[config.mk]
export PLATFORM = sky130hd
export DESIGN_NAME = commit_ctrl_flat
export DESIGN_NICKNAME = d
export VERILOG_FILES = /design/src/rtl/commit_ctrl_pkg.sv /design/src/rtl/commit_ctrl_if.sv /design/src/rtl/commit_ctrl.sv /design/src/flat_wrapper.sv
export SDC_FILE = /design/constraint.sdc
export NUM_CORES = 1
export LEC_CHECK = 0
export ABC_AREA = 1
export BUFFER_PORTS_ARGS = -buffer_cell sky130_fd_sc_hd__buf_2
export CORE_MARGIN = 5
export CORE_UTILIZATION = 38
export DETAILED_ROUTE_END_ITERATION = 7
export HOLD_SLACK_MARGIN = 0.12
export PLACE_DENSITY_LB_ADDON = 0.3
export SETUP_SLACK_MARGIN = 0.05
export SLEW_MARGIN = 20
export SYNTH_ARGS = -nofsm -noshare
export SYNTH_HDL_FRONTEND = slang
export SYNTH_SLANG_ARGS = --single-unit
[constraint.sdc]
create_clock -name clk_in -period 1.8 [get_ports clk_in]
set_clock_uncertainty 0.15 [all_clocks]
set_input_delay 0 -clock clk_in [delete_from_list [all_inputs] [get_ports clk_in]]
set_output_delay 0 -clock clk_in [all_outputs]
set_load 0.02 [all_outputs]
[src/rtl/commit_ctrl_pkg.sv]
// Shared definitions for the commit controller: ROB index width,
// commit type codes carried with each ROB head entry, and the
// controller FSM state encoding.
package commit_ctrl_pkg;

  localparam int ROB_WIDTH_BIT = 4;

  typedef enum logic [1:0] {
    CM_REG  = 2'd0,
    CM_BR   = 2'd1,
    CM_ST   = 2'd2,
    CM_HALT = 2'd3
  } cm_type_e;

  typedef enum logic [2:0] {
    ST_RUN       = 3'd0,
    ST_WAIT_ST   = 3'd1,
    ST_PRE_FLUSH = 3'd2,
    ST_FLUSH     = 3'd3,
    ST_HALTED    = 3'd4
  } state_e;

  // A head entry can retire this cycle only when the pipeline is not
  // paused and the ROB reports a completed result at its head.
  function automatic logic headGo(input logic rdy, input logic valid, input logic ready);
    return rdy & valid & ready;
  endfunction

endpackage

[src/rtl/commit_ctrl_if.sv]
// Commit bus bundle between the ROB/LSB/RegFile/fetch side and the
// commit controller.
//   head_*        : ROB head entry presented for retirement
//   commit_pop    : ROB dequeues the head at this edge
//   write_*       : RegFile write port (write_reg_id 0 = no write)
//   store_commit  : LSB may perform the head store; store_done ends it
//   clear_flag    : global flush
//   redirect_*    : fetch restart after a mispredicted branch
//   halt          : sticky after a HALT retires
//   commit_count  : retired-instruction counter
// master = the commit controller, slave = the surrounding pipeline.
interface commit_ctrl_if;
  import commit_ctrl_pkg::*;

  logic                     head_valid;
  logic                     head_ready;
  logic [ROB_WIDTH_BIT-1:0] head_rob_id;
  cm_type_e                 head_type;
  logic [4:0]               head_rd;
  logic [31:0]              head_val;
  logic                     head_mispred;
  logic [31:0]              head_target;
  logic                     commit_pop;
  logic [4:0]               write_reg_id;
  logic [ROB_WIDTH_BIT-1:0] write_ROB_id;
  logic [31:0]              write_val;
  logic                     store_commit;
  logic                     store_done;
  logic                     clear_flag;
  logic                     redirect_valid;
  logic [31:0]              redirect_pc;
  logic                     halt;
  logic [31:0]              commit_count;

  modport master (
    input  head_valid, head_ready, head_rob_id, head_type, head_rd,
           head_val, head_mispred, head_target, store_done,
    output commit_pop, write_reg_id, write_ROB_id, write_val,
           store_commit, clear_flag, redirect_valid, redirect_pc,
           halt, commit_count
  );

  modport slave (
    output head_valid, head_ready, head_rob_id, head_type, head_rd,
           head_val, head_mispred, head_target, store_done,
    input  commit_pop, write_reg_id, write_ROB_id, write_val,
           store_commit, clear_flag, redirect_valid, redirect_pc,
           halt, commit_count
  );

endinterface

[src/rtl/commit_ctrl.sv]
// In-order commit controller. Retires at most one ROB head per cycle
// into the RegFile write port, handshakes stores with the LSB, and on a
// mispredicted branch issues a redirect plus a FLUSH_CYCLES-long
// clear_flag. A retired HALT stops all further commits until reset.
// Ports:
//   clk_in  : system clock
//   rst_in  : asynchronous active-low reset
//   rdy_in  : pause when low, all state frozen
//   bus     : commit_ctrl_if master modport (ROB head, RegFile write,
//             LSB store handshake, flush/redirect, halt, counter)
module commit_ctrl
  import commit_ctrl_pkg::*;
#(
  parameter int FLUSH_CYCLES = 2
) (
  input  logic          clk_in,
  input  logic          rst_in,
  input  logic          rdy_in,
  commit_ctrl_if.master bus
);

  localparam int CNT_W = (FLUSH_CYCLES > 1) ? $clog2(FLUSH_CYCLES) : 1;

  state_e                   state_q;
  logic [CNT_W-1:0]         flushCnt_q;
  logic [4:0]               writeRegId_q;
  logic [ROB_WIDTH_BIT-1:0] writeRobId_q;
  logic [31:0]              writeVal_q;
  logic                     clearFlag_q;
  logic                     redirectValid_q;
  logic [31:0]              redirectPc_q;
  logic                     halt_q;
  logic [31:0]              commitCount_q;
  logic [31:0]              commitCount_d;
  logic                     go;

  assign go            = headGo(rdy_in, bus.head_valid, bus.head_ready);
  assign commitCount_d = commitCount_q + 32'd1;

  // Pop is combinational so the ROB dequeues on the same edge the
  // controller latches the head. Stores only pop once the LSB reports
  // completion; nothing pops while flushing or halted.
  always_comb begin
    bus.commit_pop = 1'b0;
    case (state_q)
      ST_RUN:     bus.commit_pop = go && (bus.head_type != CM_ST);
      ST_WAIT_ST: bus.commit_pop = rdy_in && bus.store_done;
      default:    bus.commit_pop = 1'b0;
    endcase
  end

  assign bus.store_commit   = (state_q == ST_WAIT_ST);
  assign bus.write_reg_id   = writeRegId_q;
  assign bus.write_ROB_id   = writeRobId_q;
  assign bus.write_val      = writeVal_q;
  assign bus.clear_flag     = clearFlag_q;
  assign bus.redirect_valid = redirectValid_q;
  assign bus.redirect_pc    = redirectPc_q;
  assign bus.halt           = halt_q;
  assign bus.commit_count   = commitCount_q;

  // Commit FSM. write_* and redirect_valid are one-cycle pulses that are
  // cleared on every active edge unless refreshed by a new commit. The
  // PRE_FLUSH cycle exists so the branch link write reaches the RegFile
  // before clear_flag rises, since the RegFile drops writes during a flush.
  always_ff @(posedge clk_in or negedge rst_in) begin
    if (!rst_in) begin
      state_q         <= ST_RUN;
      flushCnt_q      <= '0;
      writeRegId_q    <= '0;
      writeRobId_q    <= '0;
      writeVal_q      <= '0;
      clearFlag_q     <= 1'b0;
      redirectValid_q <= 1'b0;
      redirectPc_q    <= '0;
      halt_q          <= 1'b0;
      commitCount_q   <= '0;
    end else if (rdy_in) begin
      writeRegId_q    <= '0;
      writeRobId_q    <= '0;
      writeVal_q      <= '0;
      redirectValid_q <= 1'b0;
      case (state_q)
        ST_RUN: begin
          if (go) begin
            case (bus.head_type)
              CM_REG, CM_BR: begin
                writeRegId_q  <= bus.head_rd;
                writeRobId_q  <= bus.head_rob_id;
                writeVal_q    <= bus.head_val;
                commitCount_q <= commitCount_d;
                if (bus.head_type == CM_BR && bus.head_mispred) begin
                  redirectPc_q    <= bus.head_target;
                  redirectValid_q <= 1'b1;
                  state_q         <= ST_PRE_FLUSH;
                end
              end
              CM_ST: state_q <= ST_WAIT_ST;
              default: begin
                commitCount_q <= commitCount_d;
                halt_q        <= 1'b1;
                state_q       <= ST_HALTED;
              end
            endcase
          end
        end
        ST_WAIT_ST: begin
          if (bus.store_done) begin
            commitCount_q <= commitCount_d;
            state_q       <= ST_RUN;
          end
        end
        ST_PRE_FLUSH: begin
          clearFlag_q <= 1'b1;
          flushCnt_q  <= CNT_W'(FLUSH_CYCLES - 1);
          state_q     <= ST_FLUSH;
        end
        ST_FLUSH: begin
          if (flushCnt_q == '0) begin
            clearFlag_q <= 1'b0;
            state_q     <= ST_RUN;
          end else begin
            flushCnt_q <= flushCnt_q - 1'b1;
          end
        end
        default: halt_q <= 1'b1;
      endcase
    end
  end

endmodule

[src/flat_wrapper.sv]
// flat-port wrapper written by rule: the top's interface ports become plain ports
module commit_ctrl_flat import commit_ctrl_pkg::*;
#(
  parameter int FLUSH_CYCLES = 2
)
  (clk_in, rst_in, rdy_in, bus_head_valid, bus_head_ready, bus_head_rob_id, bus_head_type, bus_head_rd, bus_head_val, bus_head_mispred, bus_head_target, bus_store_done, bus_commit_pop, bus_write_reg_id, bus_write_ROB_id, bus_write_val, bus_store_commit, bus_clear_flag, bus_redirect_valid, bus_redirect_pc, bus_halt, bus_commit_count);
  commit_ctrl_if bus_i ();
  input  logic clk_in;
  input  logic rst_in;
  input  logic rdy_in;
  input wire logic [$bits(bus_i.head_valid)-1:0] bus_head_valid;
  input wire logic [$bits(bus_i.head_ready)-1:0] bus_head_ready;
  input wire logic [$bits(bus_i.head_rob_id)-1:0] bus_head_rob_id;
  input wire logic [$bits(bus_i.head_type)-1:0] bus_head_type;
  input wire logic [$bits(bus_i.head_rd)-1:0] bus_head_rd;
  input wire logic [$bits(bus_i.head_val)-1:0] bus_head_val;
  input wire logic [$bits(bus_i.head_mispred)-1:0] bus_head_mispred;
  input wire logic [$bits(bus_i.head_target)-1:0] bus_head_target;
  input wire logic [$bits(bus_i.store_done)-1:0] bus_store_done;
  output wire logic [$bits(bus_i.commit_pop)-1:0] bus_commit_pop;
  output wire logic [$bits(bus_i.write_reg_id)-1:0] bus_write_reg_id;
  output wire logic [$bits(bus_i.write_ROB_id)-1:0] bus_write_ROB_id;
  output wire logic [$bits(bus_i.write_val)-1:0] bus_write_val;
  output wire logic [$bits(bus_i.store_commit)-1:0] bus_store_commit;
  output wire logic [$bits(bus_i.clear_flag)-1:0] bus_clear_flag;
  output wire logic [$bits(bus_i.redirect_valid)-1:0] bus_redirect_valid;
  output wire logic [$bits(bus_i.redirect_pc)-1:0] bus_redirect_pc;
  output wire logic [$bits(bus_i.halt)-1:0] bus_halt;
  output wire logic [$bits(bus_i.commit_count)-1:0] bus_commit_count;
  assign bus_i.head_valid = bus_head_valid;
  assign bus_i.head_ready = bus_head_ready;
  assign bus_i.head_rob_id = bus_head_rob_id;
  assign bus_i.head_type = bus_head_type;
  assign bus_i.head_rd = bus_head_rd;
  assign bus_i.head_val = bus_head_val;
  assign bus_i.head_mispred = bus_head_mispred;
  assign bus_i.head_target = bus_head_target;
  assign bus_i.store_done = bus_store_done;
  assign bus_commit_pop = bus_i.commit_pop;
  assign bus_write_reg_id = bus_i.write_reg_id;
  assign bus_write_ROB_id = bus_i.write_ROB_id;
  assign bus_write_val = bus_i.write_val;
  assign bus_store_commit = bus_i.store_commit;
  assign bus_clear_flag = bus_i.clear_flag;
  assign bus_redirect_valid = bus_i.redirect_valid;
  assign bus_redirect_pc = bus_i.redirect_pc;
  assign bus_halt = bus_i.halt;
  assign bus_commit_count = bus_i.commit_count;
  commit_ctrl #(.FLUSH_CYCLES(FLUSH_CYCLES)) u_core (.clk_in(clk_in), .rst_in(rst_in), .rdy_in(rdy_in), .bus(bus_i));
endmodule
==> results.ini <==
[critical_path]
cp-end-kind=flip-flop
slowest_stage=dfrtp_2
crit_family=simple AND/OR/NAND/NOR gates
startpoint_type=flip-flop
r2r_cells=7
critPathBufInv=0
rrSetupSlack_ps=120
worstPathCellList=ha_1 -> nand3_1 -> nor2_2 -> nand2_2 -> nor2_1 -> nand2_1 -> xnor2_1
required_ps=1880
crit_cells=7
slowest_delay_ps=390
worstPathArrival_ps=1760
crit_fanout=4
crit_type=flip-flop to flip-flop

[logic_synthesis]
avgSynthCellArea_um2=8.21
synth_warnings=0
syn_nets=692
synth_top_cell_by_area=dfrtp_1
ys_top_cells_by_area=dfrtp_1 56%, nand2_1 16%, nand3_1 6.2%, inv_1 4.7%, nor2_1 3.5%
ys_seq_area_share_pct=56.1
synth_top_area_share_pct=56.1
ys_seq_elements=112
syn_area_um2=5000
ys_types=23
syn-instance-count=609

[drt]
wl_met2_um=7140
drt_wl_total_um=14200
wl_per_cell_um=13.3
met1_length_um=6030
viasPerCell=4.57
drc_errors=0
route.met3.wl_um=837
drt-initial-drc-count=327
top_layer_used=met4
vias=4896
drt_pass1_iterations=4
ant_nets=0

[clocking]
htree_levels=3
clk_latency_ps=340
clock-sinks=112
path_clk_slew_ps=80
cts-buffers-inserted=9
clockBufferDepth=2
cts-root-buf=clkbuf_16
tritoncts=yes

[timing]
fin_crit_ps=1680
tns_ps=0
worst_slack_ps=121
setup_viol=0
max_freq_ghz=0.596
finalHoldViolCount=0
worst_pin_slew_ps=640
slew_violations=0
rsz0062_at_grt=true
worst_hold_slack_ps=109
period_share_pct=93.3
slew_headroom_pct=57.3

[die]
initial_core_util_pct=38.2
pin_count=192
core_um2=13100
die_area_um2=15500
die_y_um=125
die-width_um=125
rows=42

[grt]
antenna_found_initial=0
grt_pass1_wl_um=23700
grt_usage_pct=18.5
first_global_vias=4787
globalRouteOverflowTotal=0
grt_max_degree=113

[power_and_ir_drop]
cellPowerDensity_nw_per_um2=658
power_leakage_nw=4.11
total_power_w=0.00488
peakVddDrop_mv=0.407

[run_status]
status=complete, no violations

[final_layout]
fin_util_pct=56.7
drive_gt1_share_pct=28.0
insertedDiodeCount=0
n_fill_cell=1196
fin_nets=973
synthToLayoutAreaGrowth_pct=48.5

[placed_design]
gp_congestion=0.782
hpwl_um=9380
pre_cts_ws_ps=15.6
portBuffers=191

[flow_run]
drv_cap=0

[worst_hold_path]
min_path_type=input port to async pin

## cells by family (layout without fill, tap and decap cells)
group / Yosys count / count (layout) / share of synthesized area, %
adder cells (fa/ha/maj): 1 / 1 / 0.250
AO/OA/AOI/OAI: 53 / 53 / 5.31
AND/OR/NAND/NOR: 339 / 339 / 28.2
flip-flops: 112 / 112 / 56.1
buffers and inverters: 88 / 374 / 7.33
XOR/XNOR: 16 / 16 / 2.80
## stage by stage
| step | instance area [µm²] | std cells |
|---|---|---|
| 4_1_cts | 7380 | 1071 |
| 2_1_floorplan | 5000 | 609 |
| 6_report | 7420 | 1071 |
| 5_1_grt | 7420 | 1071 |
| 3_3_place_gp | 6230 | 971 |
| 3_5_place_dp | 6230 | 971 |
## registers in the layout, summed over array words and instances (netlist names)
register                   flops
u_core.bus.clear_flag          1
u_core.state_q                 3
u_core.bus.commit_count       32
u_core.bus.write_ROB_id        4
u_core.bus.halt                1
u_core.flushCnt_q              1
u_core.bus.write_val          32
u_core.bus.redirect_valid      1
u_core.bus.redirect_pc        32
u_core.bus.write_reg_id        5
## metal layers
layer	GRT usage, %	vias to the layer above
met5	0	-
met4	5.54	0
met3	4.72	19
met2	31.2	150
met1	23.3	2254
li1	-	2473
## area by class of cell
class | instances | area (µm²) | area share, %
timing repair buffer | 293 | 1980 | 26.7
clock inverter | 7 | 75.1 | 1.01
sequential | 112 | 2810 | 37.8
multi-input combinational | 409 | 1870 | 25.2
inverter | 65 | 244 | 3.29
tap | 176 | 220 | 2.97
clock buffer | 9 | 225 | 3.03
## power by group
part	switching, W	internal, W	leakage, nW	total, W
Combinational	0.000164	0.000199	2.44	0.000363
Sequential	0.00000221	0.00252	1.53	0.00252
Clock	0.00101	0.000987	0.144	0.00200
Total	0.00117	0.00370	4.11	0.00488
## what timing repair did
action / in CTS / in global routing
setup buffers: 3 / 0
hold buffers: 81 / 0
gates cloned: 0 / 0
endpoints found under the setup margin: 4 / 26
endpoints found under the hold margin: 193 / 0
pin swaps: 1 / 1
gates resized for setup: 3 / 17
## cells in the final DEF (no fill, tap or decap), types with 7 or more instances in the layout
master / count
nand3_1: 61
nand2_2: 7
buf_4: 17
o21ai_1: 37
nand4_1: 11
clkbuf_16: 9
inv_1: 62
xnor2_1: 12
nor2_1: 41
buf_2: 189
dfrtp_1: 110
a21oi_1: 7
dlygate4sd3_1: 81
o21ai_0: 9
nand2_1: 207
## worst reg2reg max path, cell delays in order (launching register included)
cell	delay, ps
dfrtp_2	390
ha_1	170
nand3_1	120
nor2_2	170
nand2_2	120
nor2_1	220
nand2_1	100
xnor2_1	130
## synth_stat cells
| cell type | count |
|---|---|
| a21oi_1 | 7 |
| buf_1 | 4 |
| buf_2 | 5 |
| buf_4 | 2 |
| buf_6 | 3 |
| clkbuf_1 | 9 |
| clkinv_1 | 1 |
| dfrtp_1 | 112 |
| ha_1 | 1 |
| inv_1 | 62 |
| inv_2 | 2 |
| nand2_1 | 211 |
| nand2_2 | 4 |
| nand3_1 | 62 |
| nand3_2 | 1 |
| nand4_1 | 11 |
| nor2_1 | 47 |
| nor2_4 | 2 |
| o21ai_0 | 12 |
| o21ai_1 | 34 |
| or2_2 | 1 |
| xnor2_1 | 12 |
| xor2_1 | 4 |
## final timing paths
kind / from / end
worst max register to register: u_core.bus.commit_count[0]$_DFFE_PN0P_ / u_core.bus.commit_count[18]$_DFFE_PN0P_
worst min-delay path: rst_in / u_core.bus.commit_count[26]$_DFFE_PN0P_
worst max-delay path: u_core.bus.commit_count[0]$_DFFE_PN0P_ / u_core.bus.commit_count[18]$_DFFE_PN0P_
max in group asynchronous: rst_in / u_core.bus.write_val[17]$_DFFE_PN0P_
min in group clk_in: bus_head_val[9] / u_core.bus.write_val[9]$_DFFE_PN0P_
worst min register to register: u_core.bus.halt$_DFFE_PN0P_ / u_core.bus.halt$_DFFE_PN0P_
No activity file was read; power rests on OpenSTA's default activity.
